--- src/rtl/vga_timing_gen.sv ---
// Parametrised VGA raster timing generator: syncs, blanking, data enable,
// pixel coordinates, line/frame strobes and a completed-frame counter.
module vga_timing_gen #(
    parameter int unsigned H_VISIBLE = 1280,
    parameter int unsigned H_FRONT   = 48,
    parameter int unsigned H_SYNC    = 112,
    parameter int unsigned H_BACK    = 248,
    parameter int unsigned V_VISIBLE = 1024,
    parameter int unsigned V_FRONT   = 1,
    parameter int unsigned V_SYNC    = 3,
    parameter int unsigned V_BACK    = 38,
    parameter logic        HS_POL    = 1'b0,
    parameter logic        VS_POL    = 1'b0,
    parameter int unsigned CW        = 11,
    parameter int unsigned FW        = 16
) (
    input  logic          clk,
    input  logic          rst_n,
    input  logic          pix_en,
    output logic          hsync,
    output logic          vsync,
    output logic          VGA_sync,
    output logic          VGA_blank,
    output logic          de,
    output logic [CW-1:0] H,
    output logic [CW-1:0] V,
    output logic          line_start,
    output logic          frame_start,
    output logic [FW-1:0] frame_cnt
);

    localparam int unsigned H_TOTAL    = H_VISIBLE + H_FRONT + H_SYNC + H_BACK;
    localparam int unsigned V_TOTAL    = V_VISIBLE + V_FRONT + V_SYNC + V_BACK;
    localparam int unsigned H_SYNC_BEG = H_VISIBLE + H_FRONT;
    localparam int unsigned H_SYNC_END = H_SYNC_BEG + H_SYNC;
    localparam int unsigned V_SYNC_BEG = V_VISIBLE + V_FRONT;
    localparam int unsigned V_SYNC_END = V_SYNC_BEG + V_SYNC;

    logic [CW-1:0] hc_q, hc_d, vc_q, vc_d;
    logic [CW-1:0] h_q, h_d, v_q, v_d;
    logic          hsync_q, hsync_d, vsync_q, vsync_d;
    logic          csync_q, csync_d, blank_q, blank_d;
    logic          ls_q, ls_d, fs_q, fs_d;
    logic          first_q, first_d;
    logic [FW-1:0] fc_q, fc_d;

    logic [31:0]   hpos, vpos;
    logic          h_vis, v_vis, h_sync_act, v_sync_act, h_wrap, v_wrap;

    // Region decode of the current counter position
    always_comb begin
        hpos       = 32'(hc_q);
        vpos       = 32'(vc_q);
        h_vis      = hpos < H_VISIBLE;
        v_vis      = vpos < V_VISIBLE;
        h_sync_act = (hpos >= H_SYNC_BEG) && (hpos < H_SYNC_END);
        v_sync_act = (vpos >= V_SYNC_BEG) && (vpos < V_SYNC_END);
        h_wrap     = hc_q == CW'(H_TOTAL - 1);
        v_wrap     = vc_q == CW'(V_TOTAL - 1);
    end

    // Next-state: advance raster and register outputs for the current pixel
    always_comb begin
        hc_d    = hc_q;
        vc_d    = vc_q;
        h_d     = h_q;
        v_d     = v_q;
        hsync_d = hsync_q;
        vsync_d = vsync_q;
        csync_d = csync_q;
        blank_d = blank_q;
        ls_d    = 1'b0;
        fs_d    = 1'b0;
        first_d = first_q;
        fc_d    = fc_q;
        if (pix_en) begin
            hc_d = h_wrap ? '0 : hc_q + CW'(1);
            if (h_wrap) begin
                vc_d = v_wrap ? '0 : vc_q + CW'(1);
            end
            h_d     = hc_q;
            v_d     = vc_q;
            hsync_d = h_sync_act ? HS_POL : ~HS_POL;
            vsync_d = v_sync_act ? VS_POL : ~VS_POL;
            csync_d = ~(h_sync_act | v_sync_act);
            blank_d = h_vis & v_vis;
            ls_d    = hc_q == '0;
            fs_d    = (hc_q == '0) && (vc_q == '0);
            // The very first (0,0) after reset opens frame 0 rather than closing one
            if (fs_d && !first_q) begin
                fc_d = fc_q + FW'(1);
            end
            first_d = 1'b0;
        end
    end

    // State and output registers with synchronous reset
    always_ff @(posedge clk) begin
        if (!rst_n) begin
            hc_q    <= '0;
            vc_q    <= '0;
            h_q     <= '0;
            v_q     <= '0;
            hsync_q <= ~HS_POL;
            vsync_q <= ~VS_POL;
            csync_q <= 1'b1;
            blank_q <= 1'b0;
            ls_q    <= 1'b0;
            fs_q    <= 1'b0;
            first_q <= 1'b1;
            fc_q    <= '0;
        end else begin
            hc_q    <= hc_d;
            vc_q    <= vc_d;
            h_q     <= h_d;
            v_q     <= v_d;
            hsync_q <= hsync_d;
            vsync_q <= vsync_d;
            csync_q <= csync_d;
            blank_q <= blank_d;
            ls_q    <= ls_d;
            fs_q    <= fs_d;
            first_q <= first_d;
            fc_q    <= fc_d;
        end
    end

    assign hsync       = hsync_q;
    assign vsync       = vsync_q;
    assign VGA_sync    = csync_q;
    assign VGA_blank   = blank_q;
    assign de          = blank_q;
    assign H           = h_q;
    assign V           = v_q;
    assign line_start  = ls_q;
    assign frame_start = fs_q;
    assign frame_cnt   = fc_q;

endmodule

--- config.mk ---
export PLATFORM = sky130hd
export DESIGN_NAME = vga_timing_gen
export DESIGN_NICKNAME = d
export VERILOG_FILES = /design/src/rtl/vga_timing_gen.sv
export SDC_FILE = /design/constraint.sdc
export NUM_CORES = 1
export LEC_CHECK = 0
export CAP_MARGIN = 10
export CORE_UTILIZATION = 45
export DETAILED_ROUTE_END_ITERATION = 10
export PLACE_DENSITY = 0.68
export SYNTH_ARGS = -nofsm -noshare
export SYNTH_HDL_FRONTEND = slang
export SYNTH_SLANG_ARGS = --single-unit
export TNS_END_PERCENT = 1
--- constraint.sdc ---
create_clock -name clk -period 6.5 [get_ports clk]
set_input_delay 0.975 -clock clk [delete_from_list [all_inputs] [get_ports clk]]
set_output_delay 0.975 -clock clk [all_outputs]
set_load 0.005 [all_outputs]
; ---- Word level (Yosys, flattened, before mapping)
; Index checks and enable logic that the tools add are counted.
[totals]
out_inout_bits = 45
input_bits = 3
register_bits = 67
wordCells = 40
[op_classes]
bitwise = 3
reduce_logical = 10
muxes = 4
eq_ne = 2
addsub = 3
order_cmp = 6
[op_table]
columns = operator, count
row1 = $lt A11 B11 Y1 const B, 4
row2 = $add A11 B1 Y11 const B, 2
row3 = $eq A11 B11 Y1 const B, 2
row4 = $ge A11 B11 Y1 const B, 2
row5 = $logic_not A11 Y1, 2
row6 = $mux W11, 2
row7 = $add A16 B1 Y16 const B, 1
row8 = $reduce_and A2 Y1, 3
row9 = $logic_and A1 B1 Y1, 4
row10 = $mux W1, 2
row11 = $and A1 B1 Y1, 1
row12 = $logic_not A1 Y1, 1
row13 = $not A1 Y1, 1
row14 = $or A1 B1 Y1, 1

; ---- Longest topological paths before layout
; Gate-level depths: netlist of run 1.
[logic_depth]
depth_word = 4
mapped_depth = 9
depth_no_buf = 6

; ---- Worst setup path before layout of run 1
; No wires, ideal clock.
[synth_path]
kind = input port to flip-flop
start = in pix_en
end = reg fc_q[13] (netlist: frame_cnt[13])
required_ns = 6.429
setup_ns = 0.071
path_stages = 7
setup_slack_ns = 3.561
arrival_ns = 2.868
n_path_buf = 3
path_cell_list = clkbuf_1 clkinv_1 or4_4 buf_6 buf_6 or4_1 a21oi_1
[synth_between]
elab_chain_cells = 1
[synth_rtl]
columns = item, line_no
row1 = "start, declared", 19  ; input logic pix_en,
row2 = $reduce_and A2 Y1 (no line), -
row3 = "end signal, assigned", 111  ; fc_q <= '0;
row4 = "end signal, assigned", 124  ; fc_q <= fc_d;
row5 = "end, declared", 45  ; logic [FW-1:0] fc_q, fc_d;
; Every way passes these cells.
; A chain may end at the register's enable or synchronous reset.

; ---- Final worst setup path of run 1
[layout_path]
start = in pix_en
end = reg fc_q[10] (netlist: frame_cnt[10])
; Same word-level chain as after synthesis.

==> run summary, run 1 <==
The clock passes through at most 2 buffers. STA classifies the critical path endpoint as a flip-flop. sky130_fd_sc_hd__dfxtp_1 is the most common cell in the netlist. The global-route usage over all layers is approximately a fifth. In this run the worst path has a maximum fanout of 36. The arrival time of data at the critical path endpoint came out at 3.63 ns.

The highest attainable clock frequency came out at roughly 300 MHz. The HPWL reported at the end of detailed placement came out at around 4400 um. Among cell families on the critical path, the largest total delay comes from simple AND/OR/NAND/NOR gates. The worst setup path is launched from an input pin.

The detailed-route wire length came out at 6630 um. The floorplan has 29 rows. The proportion of netlist area held by the largest area contributor came out at 44.0%. The number of setup violations in the final report is 0. The critical path in this run is classified as input pin to flip-flop. The cell area after technology mapping came out at between 0.003 and 0.004 mm^2.

After synthesis, the share of flip-flops with an asynchronous set or reset is 0%. The count of hold-fix buffers inserted at cts came out at 0. The power density over the cells is around 230 mW/mm^2. The post-CTS resize count is 0.

The detailed-routing iteration count for the pre-antenna-repair pass came out at 7. The average detailed-routed wire length per instance is roughly 14 um. The initial antenna violation count is 0. The violation count after the first detailed-routing iteration came out at between 150 and 200. The leftover overflow at the end of global routing is 0. The die extent in x came out at 84.3 um.

The count of H-tree levels built during CTS is 3. The post-synthesis cell type count came out at just over 40. Measured on the finished design, the core utilization comes to 57.7%. The number of placed instances, taps included is 443.

Clock tree synthesis found a total of 67 sinks. The layout-stage area growth over the synthesis result is 22.2%. The normalized max-slew margin came out at 42.3%. The run finished, with violations left. Across the run, the number of max-cap violations was 0. TritonCTS built the clock tree.

The routed via count divided by cell count came out at 5.75. The count of antenna diodes in the layout came out at 0. The via count of the first global-routing pass came out at 2377.

The clock insertion delay at the later pin of the skew report is between 0.3 and 0.4 ns. The setup TNS came out at 0 ns. The maximum single-stage delay on the critical path is 0.81 ns.

The number of pins with negative max-slew slack in the final report was 0. The final-stage net count is 386. The final RePlAce weighted congestion came out at 0.767. The remaining antenna violation count is 0. Synthesis produced a netlist with a net count of 353. The number of clock buffers inserted by TritonCTS came out at 9. The flip-flop cell with the highest count after synthesis is sky130_fd_sc_hd__dfxtp_1. The fraction of layout instances using a drive strength above 1 came out at 5.50%.

The die covers 0.00711 mm^2. The final critical path time including I/O delays and setup is 3.37 ns. The clock transition at the register clock pins on the worst setup and hold paths after CTS came out at 0.07 ns.

After detailed routing, the number of remaining DRC violations is 9. The count of port buffers added during placement is 47. The first global-routing pass estimated about 11000 um of wire. The final hold slack came out at 0.488 ns.

The gate count after technology mapping is 344. The number of enable flip-flop cells after synthesis came out at 0. The number of filler instances in the final layout is 616. The worst hold path belongs to the class flip-flop to flip-flop. The number of standard cells in the layout, taps in and fillers out came out at 459. Entering global routing, the biggest net connects 37 pins. Walking the worst path, the cells encountered are buf_2 > clkinv_1 > or4_4 > or4_1 > a21oi_1.

The final reports fail on design-rule violations. By area the synthesized netlist is led by sky130_fd_sc_hd__dfxtp_1 44%, sky130_fd_sc_hd__mux2i_1 7.2%, sky130_fd_sc_hd__or4_1 4.9%, sky130_fd_sc_hd__a21oi_1 4.6%, sky130_fd_sc_hd__nor2_1 4.6%. The total buffers and inverters traversed by the critical path is 2. The number of post-CTS setup repair buffers is 0.

The setup clock skew after layout is 0.0120 ns. The placeable core region is between 0.006 and 0.007 mm^2. The height of the die is 84.3 um. The tree is rooted in a sky130_fd_sc_hd__clkbuf_8. The post-synthesis area per instance came out at roughly 9 um^2. Setup repair after global routing left no endpoint under its margin. The transition time at the pin with the least slew margin came out at between 0.8 and 0.9 ns. The dominant cell type by area after synthesis is sky130_fd_sc_hd__dfxtp_1.

After synthesis, the most frequently instantiated cells are 67 x sky130_fd_sc_hd__dfxtp_1, 37 x sky130_fd_sc_hd__nor2_1, 28 x sky130_fd_sc_hd__a21oi_1. The sequential share of the synthesized area is 44.0%. The share of the cycle needed by the critical path after routing came out at between 50% and 60%. Across the VDD grid, the largest voltage drop is 0.000124 V. For this configuration, the core starts out at a cell density of 47.2%. The overall via count from detail_route is 2638.

The required time of the critical path is between 6 and 7 ns. The largest individual stage delay along the critical path comes from the cell sky130_fd_sc_hd__or4_4. The total count of hold-check failures in the final report is 0. The static leakage is between 1 and 1.5 nW. The warning count from the yosys run came out at 0. The I/O pin count came out at 48. The flip-flop and latch count after synthesis came out at 67.
[stage by stage]
step	instance area (um^2)	setup WS, ns	total power [mW]
6_report	3720	3.13	0.869
5_1_grt	3720	2.97	0.901
4_1_cts	3720	3.16	0.876
3_5_place_dp	3480	2.79	0.467
3_3_place_gp	3480	2.85	0.466
2_1_floorplan	3050	3.56	0.456
[cells in the final DEF, fill, tap and decap left out, types with 3 or more instances in the layout]
master and instances:
sky130_fd_sc_hd__clkbuf_8 9, sky130_fd_sc_hd__dfxtp_1 67, sky130_fd_sc_hd__a21oi_1 28, sky130_fd_sc_hd__o21ai_0 10, sky130_fd_sc_hd__nand2_1 21, sky130_fd_sc_hd__and3_1 3
sky130_fd_sc_hd__nand3_1 14, sky130_fd_sc_hd__or4_1 20, sky130_fd_sc_hd__nand4_1 12, sky130_fd_sc_hd__xnor2_1 7, sky130_fd_sc_hd__clkdlybuf4s50_1 46, sky130_fd_sc_hd__nor2_1 37
sky130_fd_sc_hd__bufinv_16 3, sky130_fd_sc_hd__mux2i_1 22, sky130_fd_sc_hd__nor4_1 6, sky130_fd_sc_hd__or3_1 8, sky130_fd_sc_hd__o31ai_1 15, sky130_fd_sc_hd__ha_1 6
sky130_fd_sc_hd__nor3_1 5, sky130_fd_sc_hd__inv_1 9, sky130_fd_sc_hd__xor2_1 4
[path summary, 6_finish.rpt]
check / startpoint / cells past startpoint / to / slack [ns]
max: pix_en / 5 / frame_cnt[10] / 3.13
min: VGA_blank / 2 / VGA_blank / 0.49
max reg2reg: vc_q[2] / 4 / frame_cnt[10] / 3.78
min reg2reg: VGA_blank / 2 / VGA_blank / 0.49
[report_power, final]
group	switching [mW]	total, mW	internal (mW)
clock network	0.158	0.412	0.254
registers	0.00436	0.419	0.415
logic	0.0223	0.0375	0.0152
[cells by family after synthesis]
group                      synth area share, %
muxes                                     7.22
adders and majority gates                 2.46
AOI/OAI and AO/OA                         12.3
xor gates and xnor gates                  3.16
and+or+nand+nor                           25.2
DFF                                       44.0
buffers and inverters                     5.62
[routing by layer]
layer | track usage, % | part of all wire, % | vias to the layer above
met5 | 0 | 0 | -
met4 | 6.43 | 0.35 | 0
met3 | 5.70 | 4.5 | 2
met2 | 32.0 | 48 | 61
met1 | 25.1 | 47 | 1255
li1 | - | - | 1320
[worst register-to-register path: stages, from the launching register on]
cell	delay, ns
sky130_fd_sc_hd__dfxtp_1	0.38
sky130_fd_sc_hd__nor4_1	0.60
sky130_fd_sc_hd__nand4b_1	0.79
sky130_fd_sc_hd__or4_1	0.74
sky130_fd_sc_hd__a21oi_1	0.15
[sequential cells by signal, summed over array words and instances, names as in the netlist, 11 cells and up]
signal	count
frame_cnt	16
H	11
V	11
hc_q	11
vc_q	11
[final cells by class]
type / count / area (um^2) / area share [%]
Timing Repair Buffer: 48 / 473 / 12.7
Inverter: 10 / 37.5 / 1.01
Sequential cell: 67 / 1340 / 36.0
Tap cell: 77 / 96.3 / 2.59
Clock inverter: 7 / 116 / 3.12
Clock buffer: 9 / 124 / 3.33
Multi-Input combinational cell: 241 / 1540 / 41.2
Note: power is estimated with default switching activity, not from simulation.
==> run 2: changes to the inputs <==
- PLACE_DENSITY: 0.68 -> 0.7
- clock period: 6.5 -> 2.94 ns (I/O delays scaled with it)
==> run 2 against run 1 <==
  * The run still ends with design-rule violations left
  * Critical path depth decreased by 1
  * Count of clock-buffer cells in the layout increased by 1
  * Sequential cell count stayed put
  * Final area down 0.20%
  * Die area unchanged
  * Via count increased by 0.45%
  * Wire length decreased by 2.8%
  * Utilization shrank 0.12 points
  * Hold slack lost 0.020 ns
  * Critical path type is now flip-flop to flip-flop
  * Highest routed layer unchanged
==> run summary, run 2 (synthesis results as in run 1) <==
The die extent in x is approximately 84 um. The initial cell density of the core is between 40% and 50%. Setup repair after global routing left no endpoint under its margin.

After clock tree synthesis, the clock-pin slew on the worst setup and hold paths is around 0.070 ns. The floorplan has 29 rows. The maximum ir drop on the vdd rail is 0.000318 V.

After routing, the total negative slack on setup checks comes to 0 ns. The flip-flop count of the largest register, all copies and words added is 16. The cell that appears most often on the critical path is sky130_fd_sc_hd__or4_4. Entering global routing, the biggest net connects 48 pins. TritonCTS built the clock tree. Walking the worst path, the cells encountered are or4_4 > or4_4 > or4_1 > a21oi_1.

After filler insertion, the fill cell instance count of the layout stands at about 560. The final layout contains 390 nets. The post-CTS resize count is 0. Summing over every cut layer, the via total after detailed routing is 2650. The final reports fail on design-rule violations. The sequential cells in the finished layout cover a total of 0.00134 mm^2. The utilization after layout came out at roughly 58%. The library cell used most frequently in the layout, excluding fill and tap cells, is sky130_fd_sc_hd__dfxtp_1.

The global-route usage over all layers came out at 19.7%. The arrival time of data at the critical path endpoint is 2.76 ns. The setup clock skew after layout came out at slightly above 0.004 ns.

The total count of hold-check failures in the final report came out at 0. For this run, design rule violations remaining after detail routing come to 7. The total power consumption of the routed design is 1.82 mW. The minimum setup slack in the final design is 0.441 ns. The detailed-route wire length is 6440 um. The clock insertion delay at the later pin of the skew report is approximately 0.34 ns. Of all nets on the critical path, the largest fanout is 34. The final critical path time including I/O delays and setup is about 2.5 ns.

The number of standard cells in the layout, taps in and fillers out came out at 460. The first global-routing pass estimated roughly 11000 um of wire. The I/O pin count is 48. The height of the die came out at 84.3 um.

For this run, the top clock speed supported by timing is 400 MHz. The final RePlAce weighted congestion came out at 0.793. Leaving out fill and tap cells, the most frequent cells in the layout are 67 x sky130_fd_sc_hd__dfxtp_1, 46 x sky130_fd_sc_hd__clkdlybuf4s50_1, 37 x sky130_fd_sc_hd__nor2_1. The placeable core region came out at 0.00646 mm^2. The number of placed instances, taps included is approximately 450.

The critical path is of the flip-flop to flip-flop type. Measured against its own limit, the worst slew margin works out to 55.1%. The share of the cycle needed by the critical path after routing came out at 85.0%.

The layout-stage area growth over the synthesis result is 21.9%. For this run, the slowest stage of the critical path takes 0.71 ns. The HPWL reported at the end of detailed placement came out at 4350 um. The number of post-CTS setup repair buffers came out at 0. Buffers placed on the I/O ports in this run total 47.

The count of H-tree levels built during CTS came out at 3. The first detailed-routing pass took 7 iterations. The setup check on the worst reg-to-reg path leaves a slack of 0.44 ns.

The number of setup violations in the final report came out at 0. The min-delay analysis places its worst path in the category flip-flop to flip-flop. The routed via count divided by cell count came out at ~5.8. The transition time at the pin with the least slew margin came out at 0.667 ns.

The number of pins with negative max-slew slack in the final report came out at 0. The critical-path cell with the highest stage delay is sky130_fd_sc_hd__or4_4. Summed over all cells, the static leakage comes to between 1 and 1.5 nW.

The area of combinational cells with multiple inputs is 0.00154 mm^2. The initial antenna violation count is 0. The average detailed-routed wire length per instance is 14.0 um.

The worst slack after detailed placement is 0.471 ns. STA classifies the critical path endpoint as a flip-flop. The count of hold-fix buffers inserted at cts is 0.

The total overflow left after global routing is 0. STA classifies the critical path startpoint as a flip-flop. 0 antenna diodes ended up in the layout.

The clock tree buffer depth is 2. The fraction of layout instances using a drive strength above 1 came out at around 5.7%. Once detail routing completed, the nets flagged for antenna violations numbered 0. The run finished, with violations left. At the worst endpoint, the required time is 3.20 ns. Dividing total power by cell area gives a power density of about 500 mW/mm^2. The number of clock buffers added by TritonCTS is 9. The die footprint is 0.00711 mm^2. The number of sinks handled by clock tree synthesis came out at 67.

The via count of the first global-routing pass came out at 2396. The violation count after the first detailed-routing iteration is between 100 and 150. The number of max-cap violations came out at 0. In this run the clock root is driven by a sky130_fd_sc_hd__clkbuf_8.
run 2: critical path: cells and delay by family (launching register included):
family           cells  cell delay (ns)
AND/OR/NAND/NOR      3             1.85
flip-flops           1             0.40
AO/OA/AOI/OAI        1             0.17
run 2: area by class of cell:
class	instances	area share [%]
clock inverter	3	1.75
inverter	10	1.01
tap	77	2.59
sequential	67	36.1
clock buffer	10	3.70
multi-input combinational	241	41.3
timing repair buffer	52	13.5
run 2: per-stage QoR:
stage / hold slack (ns) / cell area, um^2
after floorplan: 0.463 / 3050
after global placement: 0.458 / 3510
after detailed placement: 0.454 / 3510
after CTS: 0.471 / 3720
after global routing: 0.497 / 3720
final: 0.468 / 3720
run 2: final timing paths:
kind                            depth (start not counted)     from       endpoint
worst max-delay path                                    4  hc_q[5]  frame_cnt[13]
worst max register to register                          4  hc_q[5]  frame_cnt[13]
worst min-delay path                                    2    vsync          vsync
worst min register to register                          2    vsync          vsync
run 2: layer usage:
| metal | part of all wire [%] | global-route usage [%] | up-vias |
|---|---|---|---|
| met5 | 0 | 0 | - |
| met4 | 0.87 | 6.27 | 0 |
| met3 | 4.3 | 6.29 | 8 |
| met2 | 46 | 31.4 | 62 |
| met1 | 48 | 25.2 | 1258 |
| li1 | - | - | 1322 |
run 2: power by group:
group          internal (mW)  leakage, nW  switching (mW)
Clock                  0.485        0.104           0.324
Combinational         0.0355        0.665          0.0505
Sequential             0.917        0.542         0.00956
Total                   1.44         1.31           0.384
